**config.mk**
```make
export PLATFORM = sky130hd
export DESIGN_NAME = stopwatch_ctrl
export DESIGN_NICKNAME = d
export VERILOG_FILES = /design/src/rtl/stopwatch_ctrl.sv
export SDC_FILE = /design/constraint.sdc
export NUM_CORES = 1
export LEC_CHECK = 0
export ABC_AREA = 1
export ABC_CLOCK_PERIOD_IN_PS = 1950
export BUFFER_PORTS_ARGS = -buffer_cell sky130_fd_sc_hd__buf_4
export CORE_ASPECT_RATIO = 0.75
export CORE_MARGIN = 4
export CORE_UTILIZATION = 55
export DETAILED_ROUTE_END_ITERATION = 6
export PLACE_DENSITY = 0.84
export SYNTH_ARGS = -nofsm -noshare
export SYNTH_HDL_FRONTEND = slang
export SYNTH_SLANG_ARGS = --single-unit
```
**constraint.sdc**
```tcl
create_clock -name clk -period 1.95 [get_ports clk]
set_input_delay 0.0975 -clock clk [delete_from_list [all_inputs] [get_ports clk]]
set_output_delay 0.0975 -clock clk [all_outputs]
set_load 0.1 [all_outputs]
```
**src/rtl/stopwatch_ctrl.sv**
```systemverilog
// stopwatch_ctrl: run/pause/lap/idle sequencing for the lab stopwatch.
// Turns two debounced button levels into count-enable ticks, a one-cycle
// clear pulse and a display-hold level for the BCD counter and display mux.
// TICK_DIV must be at least 2 and must fit in DIV_W bits.

module stopwatch_ctrl #(
  parameter int TICK_DIV = 100000,
  parameter int DIV_W    = 17
) (
  input  logic       clk,
  input  logic       rst_n,
  input  logic       btn_sp,
  input  logic       btn_lr,
  output logic       count_en,
  output logic       clr,
  output logic       hold,
  output logic       running,
  output logic [1:0] state
);

  typedef enum logic [1:0] {
    IDLE  = 2'b00,
    RUN   = 2'b01,
    PAUSE = 2'b10,
    LAP   = 2'b11
  } state_t;

  localparam logic [DIV_W-1:0] DIV_LAST = DIV_W'(TICK_DIV - 1);

  state_t           state_q;
  state_t           state_d;
  logic [DIV_W-1:0] div_cnt;
  logic [DIV_W-1:0] div_d;
  logic             sp_d;
  logic             lr_d;
  logic             press_sp;
  logic             press_lr;
  logic             counting;
  logic             clr_d;

  // A start/pause press in the same cycle as a lap/reset press wins outright;
  // the lap/reset press is dropped rather than remembered.
  assign press_sp = btn_sp & ~sp_d;
  assign press_lr = btn_lr & ~lr_d & ~press_sp;
  assign counting = (state_q == RUN) || (state_q == LAP);
  assign state    = state_q;

  // Button history for rising-edge detection; resets high so a button held
  // through reset release must be released and pressed again to count.
  always_ff @(posedge clk or negedge rst_n) begin
    if (!rst_n) begin
      sp_d <= 1'b1;
      lr_d <= 1'b1;
    end else begin
      sp_d <= btn_sp;
      lr_d <= btn_lr;
    end
  end

  // Next-state decode and clear request from the detected presses.
  always_comb begin
    state_d = state_q;
    clr_d   = 1'b0;
    unique case (state_q)
      IDLE: begin
        if (press_sp)      state_d = RUN;
        else if (press_lr) clr_d   = 1'b1;
      end
      RUN: begin
        if (press_sp)      state_d = PAUSE;
        else if (press_lr) state_d = LAP;
      end
      PAUSE: begin
        if (press_sp) begin
          state_d = RUN;
        end else if (press_lr) begin
          state_d = IDLE;
          clr_d   = 1'b1;
        end
      end
      LAP: begin
        if (press_sp)      state_d = PAUSE;
        else if (press_lr) state_d = RUN;
      end
      default: state_d = IDLE;
    endcase
  end

  // Prescaler next value: counts while timing, freezes in pause so the
  // partial tick survives a resume, and is zeroed whenever the watch is idle.
  always_comb begin
    div_d = div_cnt;
    unique case (state_q)
      RUN, LAP: begin
        if (div_cnt == DIV_LAST) div_d = '0;
        else                     div_d = div_cnt + DIV_W'(1);
      end
      PAUSE: begin
        if (press_lr) div_d = '0;
      end
      IDLE:    div_d = '0;
      default: div_d = '0;
    endcase
  end

  // State, prescaler and all outputs update together on the same edge; the
  // tick decision uses the state in force before that edge.
  always_ff @(posedge clk or negedge rst_n) begin
    if (!rst_n) begin
      state_q  <= IDLE;
      div_cnt  <= '0;
      count_en <= 1'b0;
      clr      <= 1'b0;
      hold     <= 1'b0;
      running  <= 1'b0;
    end else begin
      state_q  <= state_d;
      div_cnt  <= div_d;
      count_en <= counting && (div_cnt == DIV_LAST);
      clr      <= clr_d;
      hold     <= (state_d == LAP);
      running  <= (state_d == RUN) || (state_d == LAP);
    end
  end

endmodule

```
Word-level counts from Yosys, hierarchy flattened
Index checks and enable logic that the tools add are counted.
W data, S select, Z words.
{"block": "totals", "wordCells": 42, "inputBits": 4, "ff_bits": 25, "output_inout_bits": 6}
{"block": "op_classes", "n_reduce_logical": 6, "bitwise": 6, "n_eq_ne": 7, "add_sub_neg": 1, "muxes": 14}
{"operator": "$pmux W17 S3", "n": 1}
{"operator": "$mux W17", "n": 2}
{"operator": "$add A17 B1 Y17 const B", "n": 1}
{"operator": "$eq A17 B17 Y1 const B", "n": 1}
{"operator": "$mux W2", "n": 7}
{"operator": "$pmux W2 S4", "n": 1}
{"operator": "$eq A2 B2 Y1 const B", "n": 3}
{"operator": "$eq A2 B1 Y1 const B", "n": 2}
{"operator": "$reduce_or A2 Y1", "n": 2}
{"operator": "$and A1 B1 Y1", "n": 3}
{"operator": "$mux W1", "n": 3}
{"operator": "$not A1 Y1", "n": 3}
{"operator": "$logic_not A2 Y1", "n": 1}
{"operator": "$logic_or A1 B1 Y1", "n": 2}
{"operator": "$ne A2 B2 Y1 const B", "n": 1}
{"operator": "$logic_and A1 B1 Y1", "n": 1}

Depth between registers and ports, before layout
{"block": "logic_depth", "depth_word": 9, "mapped_depth": 9, "mapped_depth_nobuf": 9}

Worst setup path before layout
No wires, ideal clock.
{"block": "synth_path", "path_type": "reg-to-reg", "start": "register state_q[0], in the netlist state[0]", "end": "register div_cnt[2]", "required_time_ns": 1.825, "path_buffers": 2, "path_stages_with_launch": 8, "setup_time_ns": 0.125, "period_less_slack_ns": 1.856, "setup_slack_ns": 0.094, "arrival_time_ns": 1.731, "cell_sequence": "dfrtp_1 -> buf_2 -> inv_2 -> nand3_2 -> inv_2 -> buf_4 -> nand2_1 -> o31ai_1"}
{"block": "synth_between", "elab_chain_cells": 3, "elab_cells_between_ends": 7, "classes_between": "4 x eq/ne; 1 x mux; 2 x reduce/logical"}
{"element": "from (decl)", "line": "30", "text": "state_t state_q;"}
{"element": "from (signal assigned)", "line": "117", "text": "state_q <= state_d;"}
{"element": "$eq A2 B1 Y1 / $eq A2 B2 Y1 (equally long branches)", "line": "93", "text": "unique case (state_q)"}
{"element": "$reduce_or A2 Y1", "line": "93"}
{"element": "$pmux W17 S3", "line": "93"}
{"element": "to (signal assigned)", "line": "118", "text": "div_cnt <= div_d;"}
{"element": "to (decl)", "line": "32", "text": "logic [DIV_W-1:0] div_cnt;"}
Parallel ways exist; a longest one is shown, timed or not.
A chain may end at the register's enable or synchronous reset.

Worst setup path after layout
{"block": "layout_path", "start": "register div_cnt[0]", "end": "register div_cnt[3]"}
{"block": "layout_between", "elab_chain_cells": 3, "elab_cells_between_ends": 4, "classes_between": "1 x add/sub; 1 x eq/ne; 2 x mux"}
{"element": "$add A17 B1 Y17 / $eq A17 B17 Y1 (equally long branches)", "line": "96, 95"}
{"element": "$mux W17 *", "line": "95", "text": "if (div_cnt == DIV_LAST) div_d = '0;"}
{"element": "$pmux W17 S3 *", "line": "93"}
Mark *: on every way between the ends. The rest lies on a longest branch, timed or not.

==> flow_summary.toml <==
[die]
die_x_microns = 66.05
ios = 10
dieHeight_microns = 51.54
start_util = 0.5925
num_rows = 15
core_area_sq_um = 2346
die-area_sq_um = 3404

[detailed_routing]
drcViolationCount = 0
via_per_inst = 5.175
ant_nets = 0
routedWlPerCell_microns = 11.56
drtIter0Drc = 94
routed-via-count = 1211
first_pass_iters = 4
wirelength_microns = 2706

[cts]
cts_root_buf = "clkbuf_4"
post_cts_buffers = 0
clk_latency_ps = 320
clock-sinks = 25
ctsResizeCount = 0
cts_tree = "built"
cts_buffer_depth = 2
hold_buffers = 3
cts.reportedPaths.clkPinSlew_ps = 130
htree_levels = 1
cts_buffers = 3

[sta]
finClkSkew_ps = 6.009
hold_violations = 0
layout_min_cycle_time_ps = 1468
finalCritPeriodShare = 0.7527
tightest_slew_ps = 378.3
setup_viol = 0
relSlewSlack = 0.7478
tns_ps = 0
max_freq_mhz = 681.3
hold_ws_ps = 195.7
rsz0062_at_grt = "false"
slew_viol_final = 0

[global_routing]
grt_util_all_layers = 0.1947
grt_max_degree = 26
grt-ovfl-total = 0
antenna_found_initial = 0
grt_pass1_wl_microns = 5078
grt_pass1_vias = 1177

[synthesis]
synth_cells = 186
yosys-top-cells-count = "nand2_1 (61), dfrtp_1 (23), nor2_1 (22)"
syn_avg_cell_area_sq_um = 7.474
synth_edf_count = 0
yosysTopAreaCell = "dfrtp_1"
synth_top_area_frac = 0.4140
synthArstFlopShare = 1.000
ys_types = 28
yosysSeqAreaShare = 0.4518
syn_nets = 191
yosysMostFrequentCell = "nand2_1"
synthFlopType = "dfrtp_1"
synth_area_sq_um = 1390
ys_top_cells_by_area = "dfrtp_1 (41%), nand2_1 (16%), nand3_1 (6.1%)"
yosys_warnings = 0
ys_ff_latch = 25

[power_and_ir_drop]
peakVddDrop_mv = 0.8760
p_per_area_nw_per_um2 = 780.5
total_power_w = 0.001205
leakage_nw = 0.7187

[cells_and_area]
utilization = 0.6581
diodes = 0
drive_above_1_share = 0.1700
finalNetCount = 206
area_growth_pct = 11.07

[worst_setup_path]
cp_max_fo = 4
cp-end-kind = "register"
worstPathRequired_ps = 2210
critPathLaunchType = "register"
critical_path_class = "reg -> reg"
arrival_ps = 1720

[placement]
routabilityCongestion = 0.8994
dp_hpwl_microns = 2142
portBuffers = 9

[worst_hold_path]
min_path_type = "in -> async"

[run_status]
status = "completed"

[flow_run]
cap_violations = 0
## critical path: stages (launching register included)
cell	delay (ps)
dfrtp_1	440
ha_1	250
nand2_2	140
inv_1	70
nand2_1	80
nor2_1	50
nand2_1	70
nand2_1	110
o21ai_0	180
## power breakdown
part	switching, W	total, W	internal, W
combinational	0.000255	0.000337	0.0000820
clock	0.000149	0.000229	0.0000803
sequential	0.0000661	0.000639	0.000573
total	0.000470	0.00121	0.000735
## cells by family (layout without fill, tap and decap cells)
kind of cell	Yosys count	count (layout)	share of synthesized area
flops	25	25	0.4518
simple gates	118	118	0.3888
xor+xnor	2	2	0.01260
fa+ha+maj	1	1	0.008999
buf+inv	23	37	0.06570
compound gates	17	17	0.07201
## routing by layer
layer	vias to the layer above	GRT usage	routed length, microns
met1	563	0.2552	1341
li1	616	-	-
met4	0	0.04730	23
met5	-	0	0
met2	28	0.3195	1179
met3	4	0.05616	162
## flip-flops by register name (all words and copies together) (netlist names)
register and cells:
lr_d 1, count_en 1, clr 1, div_cnt 17, hold 1, running 1, sp_d 1, state 2
## cells in the final DEF (no fill, tap or decap), drive strengths merged, types with 3 or more instances in the layout
cell         instances
dfrtp               23
nand4                3
nor2                30
clkbuf               4
buf                  9
nand2               64
o21ai               10
dlygate4sd3          3
inv                 20
nand3               19
## final timing paths
kind / start / end / slack (ps) / cells past startpoint
max: div_cnt[0] / div_cnt[3] / 480 / 8
min: rst_n / div_cnt[3] / 200 / 2
max reg2reg: div_cnt[0] / div_cnt[3] / 480 / 8
min reg2reg: div_cnt[16] / div_cnt[16] / 540 / 2
max in group asynchronous: rst_n / sp_d / 1460 / 2
min in group clk: btn_lr / lr_d / 420 / 2
## cell type report
cell class,count,area [sq um]
Clock buffer,4,26.28
Inverter,21,78.83
Timing Repair Buffer,12,97.59
Fill cell,203,802.0
Tap cell,34,42.54
Sequential cell,25,628.1
Multi-Input combinational cell,138,670.6
## through the flow
stage | std cells | worst slack (ps) | instance area [sq um]
finish | 234 | 482.3 | 1544
global route | 234 | 328.8 | 1544
CTS | 234 | 478.5 | 1544
detailed placement | 227 | 517.4 | 1488
global placement | 227 | 535.5 | 1488
floorplan | 186 | 93.55 | 1390
No activity file was read; power rests on OpenSTA's default activity.
